===== config.mk =====
export PLATFORM = sky130hd
export DESIGN_NAME = pattern_detector_param
export DESIGN_NICKNAME = d
export VERILOG_FILES = /design/src/rtl/pattern_detector_param.sv
export SDC_FILE = /design/constraint.sdc
export NUM_CORES = 1
export LEC_CHECK = 0
export BUFFER_PORTS_ARGS = -buffer_cell sky130_fd_sc_hd__buf_2
export CAP_MARGIN = 15
export CORE_UTILIZATION = 54
export DETAILED_ROUTE_END_ITERATION = 10
export HOLD_SLACK_MARGIN = 0.06
export PLACE_DENSITY = 0.8
export SYNTH_ARGS = -nofsm -noshare
export SYNTH_HDL_FRONTEND = slang
export SYNTH_SLANG_ARGS = --single-unit
export TNS_END_PERCENT = 10

===== constraint.sdc =====
create_clock -name clk -period 4.7 [get_ports clk]
set_input_delay 0.94 -clock clk [delete_from_list [all_inputs] [get_ports clk]]
set_output_delay 0.94 -clock clk [all_outputs]
set_load 0.03 [all_outputs]

===== src/rtl/pattern_detector_param.sv =====
// Parametrised Moore serial-pattern detector.
// Matches a runtime-loadable pattern of 1..MAX_LEN bits on a qualified serial
// input, with selectable overlapping / non-overlapping detection and a
// saturating match counter.
module pattern_detector_param #(
  parameter int MAX_LEN = 8,
  parameter int CNT_W   = 8,
  localparam int LEN_W  = $clog2(MAX_LEN + 1)
) (
  input  logic               clk,
  input  logic               reset_n,
  input  logic               en,
  input  logic               a,
  input  logic               cfg_load,
  input  logic [MAX_LEN-1:0] cfg_pattern,
  input  logic [LEN_W-1:0]   cfg_len,
  input  logic               cfg_overlap,
  input  logic               clr_count,
  output logic               y,
  output logic [CNT_W-1:0]   match_count,
  output logic               count_sat
);

  typedef enum logic [1:0] {
    FILL  = 2'd0,
    SCAN  = 2'd1,
    MATCH = 2'd2
  } state_t;

  localparam logic [CNT_W-1:0] CNT_MAX = '1;

  state_t               state, state_next;
  logic [MAX_LEN-1:0]   hist, hist_next;
  logic [LEN_W-1:0]     fill, base, nfill;
  logic [LEN_W:0]       base_inc;
  logic [MAX_LEN-1:0]   pattern;
  logic [LEN_W-1:0]     len;
  logic                 overlap;
  logic [MAX_LEN-1:0]   mask;
  logic                 consume, full, hit;
  logic [LEN_W-1:0]     cfg_len_clamped;

  // Sample qualification, fill tracking and pattern compare against the
  // history as it will look after this sample.
  always_comb begin
    consume   = en && !cfg_load;
    hist_next = {hist[MAX_LEN-2:0], a};
    // Non-overlapping mode forgets the history once a match has been reported.
    base      = (state == MATCH && !overlap) ? '0 : fill;
    base_inc  = {1'b0, base} + {{LEN_W{1'b0}}, 1'b1};
    nfill     = (base_inc >= {1'b0, len}) ? len : base_inc[LEN_W-1:0];
    full      = (nfill == len);
    mask      = '0;
    for (int unsigned i = 0; i < MAX_LEN; i++) begin
      mask[i] = (i < 32'(len));
    end
    hit       = consume && full && (((hist_next ^ pattern) & mask) == '0);
  end

  // Length clamp for loaded configuration: 0 -> 1, above MAX_LEN -> MAX_LEN.
  always_comb begin
    cfg_len_clamped = cfg_len;
    if (cfg_len == '0) begin
      cfg_len_clamped = LEN_W'(1);
    end else if (cfg_len > LEN_W'(MAX_LEN)) begin
      cfg_len_clamped = LEN_W'(MAX_LEN);
    end
  end

  // Next-state selection; a load always restarts from an empty history.
  always_comb begin
    state_next = state;
    if (cfg_load) begin
      state_next = FILL;
    end else if (en) begin
      if (hit) begin
        state_next = MATCH;
      end else if (full) begin
        state_next = SCAN;
      end else begin
        state_next = FILL;
      end
    end
  end

  // State register.
  always_ff @(posedge clk or negedge reset_n) begin
    if (!reset_n) begin
      state <= FILL;
    end else begin
      state <= state_next;
    end
  end

  // History, fill count and configuration registers.
  always_ff @(posedge clk or negedge reset_n) begin
    if (!reset_n) begin
      hist    <= '0;
      fill    <= '0;
      pattern <= '0;
      len     <= LEN_W'(1);
      overlap <= 1'b1;
    end else if (cfg_load) begin
      hist    <= '0;
      fill    <= '0;
      pattern <= cfg_pattern;
      len     <= cfg_len_clamped;
      overlap <= cfg_overlap;
    end else if (en) begin
      hist <= hist_next;
      fill <= nfill;
    end
  end

  // Saturating match counter; a clear coincident with a hit counts that hit.
  always_ff @(posedge clk or negedge reset_n) begin
    if (!reset_n) begin
      match_count <= '0;
      count_sat   <= 1'b0;
    end else if (clr_count) begin
      match_count <= hit ? CNT_W'(1) : '0;
      count_sat   <= 1'b0;
    end else if (hit && match_count != CNT_MAX) begin
      match_count <= match_count + CNT_W'(1);
      if (match_count == CNT_MAX - CNT_W'(1)) begin
        count_sat <= 1'b1;
      end
    end
  end

  assign y = (state == MATCH);

endmodule


## Word-level counts from Yosys, hierarchy flattened

Cells that the tools add are included.
Widths: inputs -> output; s select.

| cells by class | value |
|---|---|
| add/sub/neg operators | 2 |
| $mul | 0 |
| divide/modulo/power cells | 0 |
| order comparisons | 10 |
| equal/unequal tests | 4 |
| shift operators | 0 |
| multiplexer cells | 18 |
| bitwise operators | 2 |
| reductions and logical operators | 13 |

Operator list:

| cell | count |
|---|---|
| $mux 4 | 6 |
| $lt 3x4->1 const A | 4 |
| $mux 8 | 2 |
| $mux 7 | 2 |
| $add 8x1->8 const B | 1 |
| $and 8x8->8 | 1 |
| $eq 8x8->1 const B | 1 |
| $logic_not 8->1 | 1 |
| $lt 1x4->1 const A | 2 |
| $lt 2x4->1 const A | 2 |
| $ne 8x8->1 const B | 1 |
| $xor 8x8->8 | 1 |
| $mux 2 | 3 |
| $reduce_bool 2->1 | 3 |
| $add 4x1->5 const B | 1 |
| $ge 5x4->1 | 1 |
| $logic_and 1x1->1 | 5 |
| $mux 1 | 5 |
| $eq 4x4->1 | 1 |
| $gt 4x4->1 const B | 1 |
| $logic_not 4->1 | 1 |
| $eq 2x2->1 const B | 1 |
| $logic_not 1->1 | 2 |
| $reduce_and 2->1 | 1 |

| word-level totals | value |
|---|---|
| flip-flop bits (word level) | 35 |
| bits in latches | 0 |
| RAM bits | 0 |
| bits in read-only memories | 0 |
| word-level logic and storage cells | 57 |
| memories | 0 |

## Depth between registers and ports, before layout

Gate-level depths: netlist of the first run.

| logic depth | value |
|---|---|
| depth in word-level cells | 12 |
| mapped depth | 13 |

## Least setup slack after synthesis of the first run

No wires, ideal clock.

| path | value |
|---|---|
| path kind | flip-flop to flip-flop |
| from | reg state[0] |
| to | reg match_count[3] |
| setup time | 127 ps |
| data arrival time | 3018 ps |
| setup slack | 1555 ps |
| cell stages (with the launch flop) | 12 |
| buffers on the path | 0 |
| clock period less this slack | 3145 ps |
| path through | dfrtp_1 -> or3b_1 -> and2_1 -> ha_1 -> nor2b_1 -> a221o_1 -> ha_1 -> a21o_1 -> a21oi_1 -> a21oi_4 -> and3_1 -> mux2_1 |

| on the way | value |
|---|---|
| word-level cells in the longest chain between the ends | 11 |

Ends and longest elaborated chain:

| item | line | text |
|---|---|---|
| from (decl) | 32 | `state_t state, state_next;` |
| from (signal assigned) | 91 | `state <= state_next;` |
| $eq 2x2->1 * | 49 | `base = (state == MATCH && !overlap) ? '0 : fill;` |
| $logic_and 1x1->1 * | 49 |  |
| $mux 4 * | 49 |  |
| $add 4x1->5 * | 50 | `base_inc = {1'b0, base} + {{LEN_W{1'b0}}, 1'b1};` |
| $ge 5x4->1 | 51 | `nfill = (base_inc >= {1'b0, len}) ? len : base_inc[LEN_W-1:0];` |
| $mux 4 * | 51 |  |
| $eq 4x4->1 * | 52 | `full = (nfill == len);` |
| $logic_and 1x1->1 * (2 in a row) | 57 | `hit = consume && full && (((hist_next ^ pattern) & mask) == '0);` |
| $logic_and 1x1->1 * | 123 | `end else if (hit && match_count != CNT_MAX) begin` |
| $reduce_bool 2->1 (no source line) * | - |  |
| to (signal assigned) | 121 | `match_count <= hit ? CNT_W'(1) : '0;` |
| to (signal assigned) | 124 | `match_count <= match_count + CNT_W'(1);` |
| to (decl) | 20 | `output logic [CNT_W-1:0] match_count,` |

Every way passes the cells marked *; elsewhere a longest branch is shown, timed or not.
A chain may end at the register's enable or synchronous reset.

## Worst setup path in the final report of the first run

Ends and elaborated chain as after synthesis.

==> qor.txt, run 1 <==
drt pass-1 iters: 4
CP max FO: 8
GR met3 Demand/Resource: 0.0543
Tmin final: 3.26 ns
GRT Overall Usage: 0.228
CP Launch Type: flip-flop
post-synth top area share: 0.406
Synthesized Nets: 231
fin util: 0.665
Longest Clk Path Bufs: 2
Yosys warning count: 0
Internal: 522 µW
P&R area growth vs syn: 13.5%
dominant cell type by area after synthesis: dfrtp_1
# DRC: 0
Sink Count: 35
Place WS: 1.44 ns
Post CTS Setup Buffer Count: 0
sequential power share: 0.469
DP HPWL: 2710 µm
Worst-path clk slew: 0.07 ns
DR iter-0 viols: 116
Post-synth EDFFs: 0
synth top area cells: dfrtp_1 41%, mux2_2 5.5%, nor2_1 4.6%
Power, Total: 731 µW
final worst setup slack: 1.44 ns
fmax: 307 MHz
first-pass GRT wire length: 7020 µm
drt total wl: 3820 µm
Finish-stage setup viols: 0
Gate Count Post-Synth: 205
root buffer cell: clkbuf_8
Critical Path RT: 4.86 ns
Pwr Density: 317 nW/µm²
clock share of power: 0.327
post-synthesis sequential area ratio: 0.432
crit end category: flip-flop
Sw Share: 0.286
outcome: complete, no violations
Async SR Flop Fraction: 1.00
FP Rows: 21
Core ar.: 3470 µm²
total CTS buffers: 5
WS Path Type: reg2reg
Worst Hold Class: reg2reg
Post-CTS Resized: 0
Global Route met1 Usage: 0.325
Most Crowded Layer GR: met2
largest net degree at the start of global routing: 36
met2 GRT Util: 0.338
fraction of layout cells with a size suffix above 1: 0.232
Final #Nets: 258
die height: 63.3 µm
post-route clock period utilization: 0.693
max_cap viols: 0
CP Data Arrival Time: 3.42 ns
RSZ-0062 raised after global routing: no
vias: 1546
CTS tree: done
post-synthesis average cell area: 9.91 µm²
Comb pwr share: 0.205
Fin. Hold Viols: 0
GPL Wtd Cong: 0.852
# port buffers: 28
Final ANT Viol Nets: 0
CTS hold repair buffers: 0
Distinct cells, synth: 43
Pins Over Slew Limit: 0
worst skew pair latency: 0.28 ns
Slew headroom: 0.477
# IOs: 29
slew of the pin with the lowest slew margin: 0.785 ns
number of synthesized register bits: 35
dominant synthesized flop cell: dfrtp_1
Setup Skew: 0.00566 ns
total global routing overflow: 0
Pleak: 1.10 nW
NetSw: 209 µW
Cell Area, Synth: 2030 µm²
DIE AREA: 4010 µm²
Initial Utilization: 0.586
VDD IR max: 231 µV
routed len/inst: 13.7 µm
initial antenna violation count: 0
setup TNS: 0 ns
vias in the first global route: 1538
antenna diode count: 0
via/cell ratio: 5.54
DIE WIDTH: 63.3 µm
H-tree depth: 2
## worst max-delay path, cell delays in order, from the launching register on
cell and delay [ns]:
dfrtp_1 0.39, or3b_1 0.44, nand2_1 0.11, inv_1 0.07, ha_1 0.23, nor2b_1 0.14, a221o_1 0.40, ha_1 0.29
a21o_1 0.15, a21oi_1 0.27, a21oi_4 0.14, and3_1 0.21, mux2_1 0.30
## power by group through the flow
stage	combinational, mW	sequential, mW	clock (mW)
CTS	0.150	0.342	0.243
global placement	0.146	0.347	0
global route	0.171	0.346	0.262
floorplan	0.114	0.340	0
detailed placement	0.148	0.348	0
finish	0.150	0.342	0.239
## routing by layer
layer / share of wire / vias up
met2: 0.45 / 22
met4: 0.0078 / 0
met1: 0.51 / 739
met5: 0 / -
met3: 0.031 / 4
li1: - / 781
## cell usage in the layout, fill, tap and decap left out, drive strengths merged, types with 2 or more instances in the layout
cell type  netlist  final
a21o             2      2
o22ai            5      5
o21ai            6      6
and3             7      7
ha               7      7
a21oi           10     10
inv              6      6
xor2             4      4
mux2i            8      8
nor2b           12     12
and2             3      3
nand2            8      8
nand2b           5      5
buf              3     29
nand4            3      3
clkbuf           6      7
nor2            25     25
nand3            6      6
dfrtp           33     33
mux2            14     14
a211oi           5      5
xnor2           10     10
dfstp            2      2
## flip-flops by register name (all words and copies together), names as in the netlist
signal,count
match_count,8
pattern,8
count_sat,1
hist,7
state,2
fill,4
len,4
overlap,1
## area by class of cell
type	instances	area, µm²
Timing Repair Buffer	29	148
Inverter	6	22.5
Multi-Input combinational cell	155	1100
Tap cell	46	57.6
Clock buffer	7	96.3
Fill cell	305	1160
Sequential cell	35	878
Clock inverter	1	7.51
## cell families (layout without fill, tap and decap cells)
| group | Yosys count | after routing | synth area share |
|---|---|---|---|
| muxes | 22 | 22 | 0.119 |
| DFF | 35 | 35 | 0.432 |
| xor gates and xnor gates | 14 | 14 | 0.0603 |
| buffers and inverters | 15 | 43 | 0.0283 |
| and+or+nand+nor | 76 | 76 | 0.196 |
| AOI/OAI and AO/OA | 36 | 36 | 0.121 |
| adders and majority gates | 7 | 7 | 0.0431 |
## final timing paths
| path | start | end | slack, ns | cells after the start |
|---|---|---|---|---|
| worst max-delay path | state[0] | match_count[3] | 1.44 | 12 |
| worst min-delay path | count_sat | count_sat | 0.50 | 2 |
| worst max register to register | state[0] | match_count[3] | 1.44 | 12 |
| worst min register to register | count_sat | count_sat | 0.50 | 2 |
| max in group asynchronous | reset_n | match_count[5] | 3.47 | 1 |
| min in group asynchronous | reset_n | pattern[4] | 0.73 | 1 |
## cells in the mapped netlist, types with 2 or more instances
library cell	instances
dfrtp_1	33
nor2_1	25
nor2b_1	12
mux2_2	10
xnor2_1	10
a21oi_1	9
mux2i_1	8
nand2_1	8
and3_1	7
ha_1	7
clkbuf_1	6
inv_1	6
o21ai_0	6
a211oi_1	5
nand2b_1	5
nand3_1	5
o22ai_1	5
xor2_1	4
and2_1	3
mux2_1	3
nand4_1	3
a21o_1	2
buf_1	2
dfstp_2	2
## through the flow
step                instances  instance area [µm²]  hold WS [ns]
floorplan                 205                 2030         0.491
global placement          271                 2200         0.482
detailed placement        271                 2200         0.490
CTS                       279                 2310         0.506
global route              279                 2310         0.547
finish                    279                 2310         0.498
(Power assumes the default switching activity.)
==> run 2: changes to the inputs <==
clock period = 3.2 ns   (was 4.7 ns; I/O delays follow)
==> run 2 against run 1 <==
Effect of this change: cell count rose by 1.4%; core utilization rose by 1.6 points; clock power rose by 41%; total power rose by 49%; sequential cell count did not move; via count rose by 5.1%.
==> qor.txt, run 2 (synthesis results as in run 1) <==
total CTS buffers: 5
CP Launch Type: flip-flop
vias in the first global route: 1606
Filler cells: 307
GRT Overall Usage: 0.234
CTS tree: done
fmax: 322 MHz
Top Registers: match_count: 8 flops, pattern: 8 flops, hist: 7 flops
Tmin final: 3.10 ns
post-route clock period utilization: 0.969
DIE AREA: 4010 µm²
Initial Utilization: 0.586
# IOs: 29
Critical Path Slowest Stage Cell: a311o_2
Worst Hold Class: in2async
Slew headroom: 0.491
H-tree depth: 2
CTS hold repair buffers: 0
Finish-stage setup viols: 0
FP Rows: 21
CP max FO: 5
vias: 1625
VDD IR max: 372 µV
outcome: complete, no violations
slew of the pin with the lowest slew margin: 0.764 ns
largest net degree at the start of global routing: 36
worst skew pair latency: 0.28 ns
die height: 63.3 µm
DIE WIDTH: 63.3 µm
via/cell ratio: 5.74
Pwr Density: 461 nW/µm²
WS Path Type: reg2reg
Worst-path clk slew: 0.07 ns
most frequent cells in the layout: 33 x dfrtp_1, 28 x buf_2, 25 x nor2_1, 12 x nor2b_1
max_cap viols: 0
Longest Clk Path Bufs: 2
P&R area growth vs syn: 16.1%
DP HPWL: 2920 µm
crit end category: flip-flop
# DRC: 0
commonest non-fill, non-tap cell in the layout: dfrtp_1
register area: 878 µm²
routed len/inst: 14.5 µm
Sink Count: 35
Multi-input gate area: 1120 µm²
Fin. Hold Viols: 0
Critical Path Max Stage Delay: 0.44 ns
# port buffers: 28
GPL Wtd Cong: 0.868
fraction of layout cells with a size suffix above 1: 0.262
Core ar.: 3470 µm²
CP Data Arrival Time: 3.27 ns
initial antenna violation count: 0
Final #Nets: 262
final worst setup slack: 0.0986 ns
total global routing overflow: 0
fin util: 0.680
Pleak: 1.12 nW
Pins Over Slew Limit: 0
DR iter-0 viols: 94
Place WS: -0.0628 ns
antenna diode count: 0
Setup Skew: 0.00826 ns
drt total wl: 4110 µm
root buffer cell: clkbuf_8
drt pass-1 iters: 4
first-pass GRT wire length: 7330 µm
CP cell instances: or3b_4, and2_1, ha_2, nor2b_1, a221o_1, xnor2_1, a311o_2, a21oi_4, and3_4, mux2_1
Critical Path RT: 3.37 ns
Final ANT Viol Nets: 0
[run 2: per-layer routing]
metal / global-route usage / vias to the layer above / wire length (µm)
met5: 0 / - / 0
met4: 0.0938 / 0 / 59
met3: 0.0344 / 9 / 132
met2: 0.375 / 35 / 1970
met1: 0.316 / 790 / 1950
li1: - / 791 / -
[run 2: critical path: cells and delay by family (launching register included)]
family	cells	cell delay, ns
muxes	1	0.31
xor gates and xnor gates	1	0.15
DFF	1	0.40
adders and majority gates	1	0.19
AOI/OAI and AO/OA	3	1.01
and+or+nand+nor	4	0.92
[run 2: timing repair]
| action | CTS | global route |
|---|---|---|
| setup buffers | 0 | 2 |
| setup endpoints to repair | 5 | 14 |
| resized for setup | 1 | 6 |
| pin swaps | 0 | 5 |
[run 2: power by group]
group / leakage, nW / internal (mW) / total, mW / switching [mW]
Clock: 0.0515 / 0.196 / 0.338 / 0.142
Combinational: 0.613 / 0.114 / 0.246 / 0.132
Sequential: 0.456 / 0.472 / 0.504 / 0.0327
[run 2: path summary, 6_finish.rpt]
kind	start	to	slack, ns	depth (start not counted)
min in group clk	count_sat	count_sat	0.52	2
max reg2reg	state[0]	match_count[3]	0.1	10
max in group asynchronous	reset_n	hist[2]	2.28	1
min	reset_n	pattern[4]	0.43	1
min reg2reg	count_sat	count_sat	0.52	2
max	state[0]	match_count[3]	0.1	10
[run 2: through the flow]
stage               area, µm²  hold WS [ns]  TNS, ns  instances  power (mW)
finish                   2360         0.431        0        283        1.09
global route             2360         0.502  -0.0167        283        1.14
CTS                      2320         0.445        0        281        1.08
detailed placement       2220         0.504   -0.176        273       0.736
global placement         2220         0.481        0        273       0.727
floorplan                2030         0.344        0        205       0.667
[run 2: cell type report]
cell class                      instances  area share
Tap cell                               46      0.0244
Timing Repair Buffer                   33      0.0769
Inverter                                6     0.00954
Sequential cell                        35       0.372
Multi-Input combinational cell        155       0.475
Clock buffer                            8      0.0424
